`src/rtl/shared_reg_arbiter.sv`:
```
// shared_reg_arbiter
//   Round-robin write arbiter in front of one shared DATA_W-bit register.
//   Exactly one requester is granted per clock; its data is latched into the
//   register. The current owner may hold the register across consecutive
//   writes by asserting its lock bit together with its request.
//
// Ports
//   clk       : system clock, rising edge
//   rst_n     : synchronous active-low reset
//   req       : per-requester write request (level)
//   lock      : per-requester lock, honoured only for the current owner
//   wdata     : packed write data, slice i = wdata[i*DATA_W +: DATA_W]
//   grant     : registered one-hot grant of the write just performed
//   out       : shared register contents
//   out_valid : high in the cycle after out was written
//   owner     : index of the last granted requester
//   collision_cnt : saturating count of edges with two or more requests
//                   (present only when SHARED_REG_COLLISION_CNT_EN is defined)
module shared_reg_arbiter #(
  parameter int N_REQ  = 4,
  parameter int DATA_W = 2
) (
  input  logic                       clk,
  input  logic                       rst_n,
  input  logic [N_REQ-1:0]           req,
  input  logic [N_REQ-1:0]           lock,
  input  logic [N_REQ*DATA_W-1:0]    wdata,
  output logic [N_REQ-1:0]           grant,
  output logic [DATA_W-1:0]          out,
  output logic                       out_valid,
  output logic [$clog2(N_REQ)-1:0]   owner
`ifdef SHARED_REG_COLLISION_CNT_EN
  ,
  output logic [7:0]                 collision_cnt
`endif
);

  localparam int OW = $clog2(N_REQ);

  typedef enum logic [1:0] {
    IDLE    = 2'd0,
    GRANTED = 2'd1,
    LOCKED  = 2'd2
  } state_t;

  state_t              r_state;
  state_t              w_next_state;
  logic [N_REQ-1:0]    r_grant;
  logic [DATA_W-1:0]   r_out;
  logic                r_valid;
  logic [OW-1:0]       r_owner;
  logic [OW-1:0]       r_ptr;

  logic                w_any;
  logic                w_lock_hit;
  logic [OW-1:0]       w_arb_idx;
  logic                w_do_grant;
  logic [OW-1:0]       w_win;
  logic [N_REQ-1:0]    w_onehot;

  assign w_any      = |req;
  assign w_lock_hit = req[r_owner] & lock[r_owner];

  // Round-robin search: first requester after ptr, wrapping modulo N_REQ.
  // Iterating from the farthest offset down lets the nearest one win.
  always_comb begin
    w_arb_idx = '0;
    for (int unsigned off = N_REQ; off >= 1; off--) begin
      int unsigned idx;
      idx = (int'(r_ptr) + off) % N_REQ;
      if (req[idx]) w_arb_idx = idx[OW-1:0];
    end
  end

  always_comb begin
    w_next_state = r_state;
    w_do_grant   = 1'b0;
    w_win        = r_owner;
    case (r_state)
      IDLE: begin
        if (w_any) begin
          w_do_grant   = 1'b1;
          w_win        = w_arb_idx;
          w_next_state = GRANTED;
        end
      end
      GRANTED, LOCKED: begin
        if (w_lock_hit) begin
          w_do_grant   = 1'b1;
          w_win        = r_owner;
          w_next_state = LOCKED;
        end else if (w_any) begin
          w_do_grant   = 1'b1;
          w_win        = w_arb_idx;
          w_next_state = GRANTED;
        end else begin
          w_next_state = IDLE;
        end
      end
      default: w_next_state = IDLE;
    endcase
  end

  assign w_onehot = N_REQ'(1) << w_win;

  always_ff @(posedge clk) begin
    if (!rst_n) begin
      r_state <= IDLE;
      r_grant <= '0;
      r_out   <= '0;
      r_valid <= 1'b0;
      r_owner <= '0;
      r_ptr   <= OW'(N_REQ - 1);
    end else begin
      r_state <= w_next_state;
      r_valid <= w_do_grant;
      r_grant <= w_do_grant ? w_onehot : '0;
      if (w_do_grant) begin
        r_out   <= wdata[int'(w_win)*DATA_W +: DATA_W];
        r_owner <= w_win;
        r_ptr   <= w_win;
      end
    end
  end

  assign grant     = r_grant;
  assign out       = r_out;
  assign out_valid = r_valid;
  assign owner     = r_owner;

`ifdef SHARED_REG_COLLISION_CNT_EN
  logic [7:0] r_coll;
  logic       w_multi;

  // Clearing the lowest set bit leaves something only if two or more are set.
  assign w_multi = |(req & (req - N_REQ'(1)));

  always_ff @(posedge clk) begin
    if (!rst_n)
      r_coll <= '0;
    else if (w_multi && (r_coll != 8'hFF))
      r_coll <= r_coll + 8'd1;
  end

  assign collision_cnt = r_coll;
`endif

endmodule

```
`config.mk`:
```
export PLATFORM = sky130hd
export DESIGN_NAME = shared_reg_arbiter
export DESIGN_NICKNAME = d
export VERILOG_FILES = /design/src/rtl/shared_reg_arbiter.sv
export SDC_FILE = /design/constraint.sdc
export NUM_CORES = 1
export LEC_CHECK = 0
export CAP_MARGIN = 10
export CORE_AREA = 2 2 46 48
export DETAILED_ROUTE_END_ITERATION = 6
export DIE_AREA = 0 0 48 50
export PLACE_DENSITY = 0.75
export SYNTH_ARGS = -nofsm -noshare
export SYNTH_HDL_FRONTEND = slang
export SYNTH_SLANG_ARGS = --single-unit
```
`constraint.sdc`:
```
create_clock -name clk -period 2.1 [get_ports clk]
set_input_delay 0.315 -clock clk [delete_from_list [all_inputs] [get_ports clk]]
set_output_delay 0.315 -clock clk [all_outputs]
set_load 0.01 [all_outputs]
```
==> impl_metrics.csv, run 1 <==
group,metric,value,unit
layout,multi_input_area,439,sq um
drt,route.antenna.remaining_nets,0,
outcome,outcome,"completed",
placed_design,buffer_ports.inserted,26,
die,row_count,16,
drt,route.vias.total,780,
layout,commonest_non_fill_non_tap_cell_in_the_layout,"sky130_fd_sc_hd__clkdlybuf4s50_1",
drt,dr_drc_count,0,
global_route,grt_first_pass_wirelength,2960,um
timing,worst_slew_margin_relative_to_its_limit,0.776,
placed_design,place_congestion,0.786,
die,design.core.area,1900,sq um
cts,ctsHtreeMaxLevel,1,
die,initial_utilization,0.387,
layout,most-common-layout-cells,"sky130_fd_sc_hd__clkdlybuf4s50_1 (26), sky130_fd_sc_hd__buf_4 (14), sky130_fd_sc_hd__dfxtp_1 (13)",
die,die_x,48,um
die,floorplan.io_pins,27,
timing,total_neg_setup_slack,0,ns
flow_run,cap_violations,0,
drt,wirelength,1880,um
drt,drt-initial-drc-count,21,
timing,period_needed,2.05,ns
worst_setup_path,required,2.25,ns
layout,area_growth_syn_to_layout,56.0,%
cts,cts-hold-fix-buffers,0,
timing,rsz0062_at_grt,"false",
cts,clock_latency,0.27,ns
yosys,synth.cell_area,736,sq um
timing,setup_viol,0,
power,power_per_cell_area,1060,nW/um^2
worst_setup_path,critical_path.reg2reg.endpoint,"out[0]",
worst_setup_path,worst-setup-path-type,"input pin to register",
layout,utilization,0.603,
cts,cts_inserted_buffers,3,
drt,wl_per_cell,11.9,um
global_route,grt_antenna_before_repair,0,
layout,num-fill-cells,163,
layout,antennaDiodeCount,0,
worst_setup_path,worstSetupEndpoint,"out[0]",
yosys,postSynthRegisterBits,13,
drt,drt_pre_antenna_iters,4,
placed_design,placed_area,1100,sq um
worst_setup_path,setup.worst_path.end_class,"register",
layout,seqCellArea,260,sq um
drt,drt-vias-per-instance,4.97,
timing,achievable-frequency,487,MHz
worst_hold_path,timing.hold.worst_path_depth,2,
yosys,synth_cell_types,33,
yosys,synthCells,90,
global_route,grt_start_max_net_pins,10,
worst_setup_path,crit_fanout,9,
layout,design.final.nets,151,
layout,final-instance-count-excl-fill,157,
worst_setup_path,worst_setup_path_startpoint,"req[0]",
power,vdd.ir_drop.worst,0.618,mV
cts,worst_setup_hold_path_clk_slew,0.07,ns
worst_setup_path,critical_path.startpoint_type,"input pin",
placed_design,detailed_place_hpwl,1560,um
placed_design,numPlacedInstances,152,
timing,fin_skew,0.00256,ns
timing,finalCritPeriodShare,0.978,
global_route,grtUsageTotal,0.170,
worst_setup_path,reg2regPathDepth,6,
die,fp.dieH,50,um
layout,stdcell_area,1150,sq um
worst_hold_path,worst_hold_path_type,"register to register",
yosys,postSynthNetCount,110,
worst_setup_path,worstPathArrival,2.20,ns
cts,clk_root_buffer_cell,"sky130_fd_sc_hd__clkbuf_4",
timing,timing.final.max_slew_violations,0,
yosys,yosysSeqAreaShare,0.354,
global_route,first_global_vias,702,
worst_hold_path,worst_hold_startpoint,"out[1]",
worst_setup_path,setup.reg_to_reg.worst_slack,0.20,ns
cts,cts-root-to-sink-buffers,2,
yosys,ys_warn_count,0,
power,p_leak,0.484,nW
worst_setup_path,worst_reg2reg_startpoint,"owner[1]",
timing,worst_pin_slew,0.334,ns
global_route,grt_overflow_total,0,
layout,share_of_layout_cells_above_drive_strength_1,0.162,
yosys,syn_area_per_cell,8.17,sq um
die,design.die.area,2400,sq um
cts,clock-sinks,13,
power,p_total,0.00121,W
cts,tritoncts,"yes",
timing,final_hold_viol_count,0,
area by class of cell:
type | instances | share of cell area
inverter | 6 | 0.0196
timing repair buffer | 40 | 0.318
tap | 27 | 0.0294
clock buffer | 4 | 0.0229
sequential | 13 | 0.227
multi-input combinational | 67 | 0.383
layer usage:
layer,GRT usage,wire [um],vias to the layer above
li1,-,-,399
met1,0.226,860,359
met2,0.267,941,22
met3,0.0549,74,0
met4,0.0270,0,0
met5,0,0,-
metrics by stage:
step	worst slack, ns	hold slack [ns]
final	0.0469	0.505
after global routing	0.00165	0.533
after CTS	0.00972	0.509
after detailed placement	-0.321	0.491
after global placement	-0.256	0.478
after floorplan	0.190	0.502
synth_stat cells:
library cell	count	area (sq um)
sky130_fd_sc_hd__and3b_1	1	8.76
sky130_fd_sc_hd__a22o_1	1	8.76
sky130_fd_sc_hd__o221ai_1	2	17.5
sky130_fd_sc_hd__ha_1	2	25.0
sky130_fd_sc_hd__nor3b_1	1	7.51
sky130_fd_sc_hd__a221oi_1	1	8.76
sky130_fd_sc_hd__or2_1	1	6.26
sky130_fd_sc_hd__a21o_1	1	7.51
sky130_fd_sc_hd__o21ai_0	1	5.00
sky130_fd_sc_hd__nor2b_1	3	18.8
sky130_fd_sc_hd__a21oi_1	3	15.0
sky130_fd_sc_hd__o32a_1	1	10.0
sky130_fd_sc_hd__and3_1	2	12.5
sky130_fd_sc_hd__mux4_2	1	22.5
sky130_fd_sc_hd__mux2i_1	5	50.1
sky130_fd_sc_hd__o21bai_1	2	15.0
sky130_fd_sc_hd__nand2_1	12	45.0
sky130_fd_sc_hd__clkinv_1	1	3.75
sky130_fd_sc_hd__inv_1	5	18.8
sky130_fd_sc_hd__clkbuf_1	3	11.3
sky130_fd_sc_hd__dfxtp_1	13	260
sky130_fd_sc_hd__nor2_1	9	33.8
sky130_fd_sc_hd__nand3_1	5	25.0
sky130_fd_sc_hd__a22oi_1	1	7.51
sky130_fd_sc_hd__a211oi_1	1	7.51
sky130_fd_sc_hd__nand2b_1	1	6.26
sky130_fd_sc_hd__or2_2	1	6.26
sky130_fd_sc_hd__a31oi_1	2	12.5
sky130_fd_sc_hd__nor4_2	1	12.5
sky130_fd_sc_hd__buf_6	1	11.3
sky130_fd_sc_hd__o21ai_1	3	15.0
sky130_fd_sc_hd__nand3b_1	2	15.0
sky130_fd_sc_hd__nor3_1	1	5.00
worst min-delay path by stage:
stage / end / slack (ns)
global route: out[1] / 0.53
finish: out[1] / 0.50
detailed placement: out[1] / 0.49
global placement: out[1] / 0.48
floorplan: r_ptr[0] / 0.50
CTS: out[1] / 0.51
where the power goes:
part	switching (W)	internal (W)	leakage, nW
clock	0.0000731	0.0000736	0.0150
combinational	0.000301	0.000375	0.362
sequential	0.0000601	0.000328	0.107
total	0.000434	0.000777	0.484
registers in the layout, indices dropped and copies added, names as in the netlist:
register   flops
r_ptr          2
r_state        2
owner          2
grant          4
out            2
out_valid      1
critical path: stages:
cell and delay, ns:
sky130_fd_sc_hd__clkdlybuf4s50_1 0.48, sky130_fd_sc_hd__nand2_1 0.06, sky130_fd_sc_hd__mux4_2 0.51, sky130_fd_sc_hd__o32a_1 0.22, sky130_fd_sc_hd__a22o_4 0.31, sky130_fd_sc_hd__mux2i_1 0.18
sky130_fd_sc_hd__o221ai_1 0.13
what timing repair did:
item	in CTS	in global routing
setup buffers	0	1
setup endpoints to repair	1	2
gates resized for setup	1	1
pin swaps	0	0
cell families after synthesis:
| family | after synthesis | share of synthesized area |
|---|---|---|
| and+or+nand+nor | 40 | 0.276 |
| DFF | 13 | 0.354 |
| adders and majority gates | 2 | 0.0340 |
| muxes | 6 | 0.0986 |
| buffers and inverters | 10 | 0.0612 |
| AOI/OAI and AO/OA | 19 | 0.177 |
Note: power is estimated with default switching activity, not from simulation.
==> run 2, diff against run 1 <==
--- a/config.mk
+++ b/config.mk
@@ -10,6 +10,7 @@
 export DETAILED_ROUTE_END_ITERATION = 6
 export DIE_AREA = 0 0 48 50
 export PLACE_DENSITY = 0.75
+export SLEW_MARGIN = 20
 export SYNTH_ARGS = -nofsm -noshare
 export SYNTH_HDL_FRONTEND = slang
 export SYNTH_SLANG_ARGS = --single-unit
==> results of run 2 <==
Final layout, timing and power as in run 1 (identical DEF).
==> run 3, diff against run 2 <==
==> constraint.sdc (replaced) <==
create_clock -name clk -period 2.4 [get_ports clk]
set_input_delay 0.36 -clock clk [delete_from_list [all_inputs] [get_ports clk]]
set_output_delay 0.36 -clock clk [all_outputs]
set_load 0.01 [all_outputs]
==> impl_metrics.csv, run 3 (synthesized netlist as in run 1, its figures left out) <==
group,metric,value,unit
layout,commonest_non_fill_non_tap_cell_in_the_layout,"sky130_fd_sc_hd__clkdlybuf4s50_1",
global_route,grt_first_pass_wirelength,3000,um
worst_setup_path,worst_reg2reg_startpoint,"owner[1]",
timing,worst_hold_slack,0.493,ns
global_route,grt_antenna_before_repair,0,
worst_setup_path,worst_setup_path_startpoint,"req[0]",
worst_setup_path,crit_fanout,9,
timing,timing.final.max_slew_violations,0,
timing,finalCritPeriodShare,0.895,
die,floorplan.io_pins,27,
drt,drt-initial-drc-count,24,
layout,utilization,0.571,
layout,max_ffs_per_register,4,
layout,stdcell_area,1090,sq um
worst_setup_path,critical_path.startpoint_type,"input pin",
drt,wl_per_cell,12.0,um
layout,area_growth_syn_to_layout,47.6,%
worst_setup_path,worst-setup-path-type,"input pin to register",
cts,tritoncts,"yes",
worst_hold_path,worst_hold_startpoint,"out[0]",
die,die_x,48,um
global_route,grtUsageTotal,0.171,
layout,antennaDiodeCount,0,
worst_setup_path,reg2regPathDepth,6,
die,row_count,16,
worst_setup_path,critical_path_depth,7,
cts,cts-hold-fix-buffers,0,
flow_run,cap_violations,0,
placed_design,placed_area,1060,sq um
worst_setup_path,worstPathBufferInverterCount,1,
timing,setup_viol,0,
worst_setup_path,setup.reg_to_reg.worst_slack,0.35,ns
timing,fin_skew,0.000570,ns
timing,final_hold_viol_count,0,
cts,cts_inserted_buffers,3,
die,fp.dieH,50,um
outcome,outcome,"completed",
drt,route.vias.total,746,
global_route,first_global_vias,711,
drt,dr_drc_count,0,
global_route,grt_start_max_net_pins,10,
die,design.die.area,2400,sq um
cts,cts_setup_buffers,0,
cts,worst_setup_hold_path_clk_slew,0.07,ns
timing,worst_pin_slew,0.366,ns
drt,wirelength,1790,um
cts,clock-sinks,13,
layout,final-instance-count-excl-fill,150,
drt,route.antenna.remaining_nets,0,
die,initial_utilization,0.387,
worst_setup_path,critPathTopFamily,"multiplexers",
cts,post_cts_resized,0,
timing,worst_slew_margin_relative_to_its_limit,0.756,
worst_setup_path,critical_path.reg2reg.endpoint,"out[1]",
worst_setup_path,max_stage_delay,0.50,ns
worst_setup_path,timing.critical_path.slowest_stage_cell,"sky130_fd_sc_hd__mux4_2",
worst_setup_path,worstSetupEndpoint,"out[1]",
cts,clock_latency,0.27,ns
timing,rsz0062_at_grt,"false",
cts,ctsHtreeMaxLevel,1,
layout,most-common-layout-cells,"sky130_fd_sc_hd__clkdlybuf4s50_1 (26), sky130_fd_sc_hd__dfxtp_1 (13), sky130_fd_sc_hd__nand2_1 (12)",
worst_setup_path,crit_chain,"clkdlybuf4s50_1 > nand2_1 > mux4_2 > o32a_1 > a22o_1 > mux2i_1 > o221ai_1",
power,p_leak,0.447,nW
cts,cts-root-to-sink-buffers,2,
placed_design,detailed_place_hpwl,1430,um
drt,drt-vias-per-instance,4.97,
drt,drt_pre_antenna_iters,4,
timing,achievable-frequency,465,MHz
die,design.core.area,1900,sq um
worst_setup_path,setup.worst_path.end_class,"register",
cts,clk_root_buffer_cell,"sky130_fd_sc_hd__clkbuf_4",
power,vdd.ir_drop.worst,0.597,mV
worst_setup_path,required,2.55,ns
global_route,grt_overflow_total,0,
placed_design,buffer_ports.inserted,26,
layout,share_of_layout_cells_above_drive_strength_1,0.106,
power,power_per_cell_area,911,nW/um^2
layout,design.final.nets,144,
worst_hold_path,worst_hold_path_type,"register to register",
placed_design,numPlacedInstances,146,
timing,period_needed,2.15,ns
placed_design,place_congestion,0.791,
worst_setup_path,worstPathArrival,2.30,ns
-- run 3: per-stage QoR --
step	total power [W]	TNS, ns	setup slack [ns]
3_5_place_dp	0.000862	-0.0370	-0.0277
3_3_place_gp	0.000851	0	0.0113
5_1_grt	0.00107	0	0.123
6_report	0.000990	0	0.251
4_1_cts	0.000996	0	0.270
2_1_floorplan	0.000666	0	0.490
-- run 3: area by class of cell --
| class | count | area, sq um |
|---|---|---|
| Clock buffer | 4 | 26.3 |
| Multi-Input combinational cell | 67 | 430 |
| Fill cell | 164 | 816 |
| Timing Repair Buffer | 33 | 313 |
| Sequential cell | 13 | 260 |
| Tap cell | 27 | 33.8 |
| Inverter | 6 | 22.5 |
-- run 3: where the power goes --
| part | switching [W] | total (W) | internal (W) | leakage [nW] |
|---|---|---|---|---|
| Combinational | 0.000243 | 0.000514 | 0.000271 | 0.324 |
| Sequential | 0.0000557 | 0.000343 | 0.000287 | 0.107 |
| Clock | 0.0000677 | 0.000132 | 0.0000644 | 0.0150 |
| Total | 0.000366 | 0.000990 | 0.000623 | 0.447 |
-- run 3: worst min path at each step --
stage	to	depth (start not counted)
global placement	out[1]	2
global route	out[0]	2
floorplan	r_ptr[0]	2
detailed placement	out[0]	2
CTS	out[0]	2
finish	out[0]	2
-- run 3: tightest hold or removal path, cell delays in order, from the launching register on --
cell                       delay (ns)
sky130_fd_sc_hd__dfxtp_1         0.33
sky130_fd_sc_hd__nand3_1         0.06
sky130_fd_sc_hd__o221ai_1        0.07
-- run 3: routing by layer --
layer	global-route usage	wire length (um)
met5	0	0
met4	0.0270	0
met3	0.0659	86
met2	0.251	876
met1	0.239	829
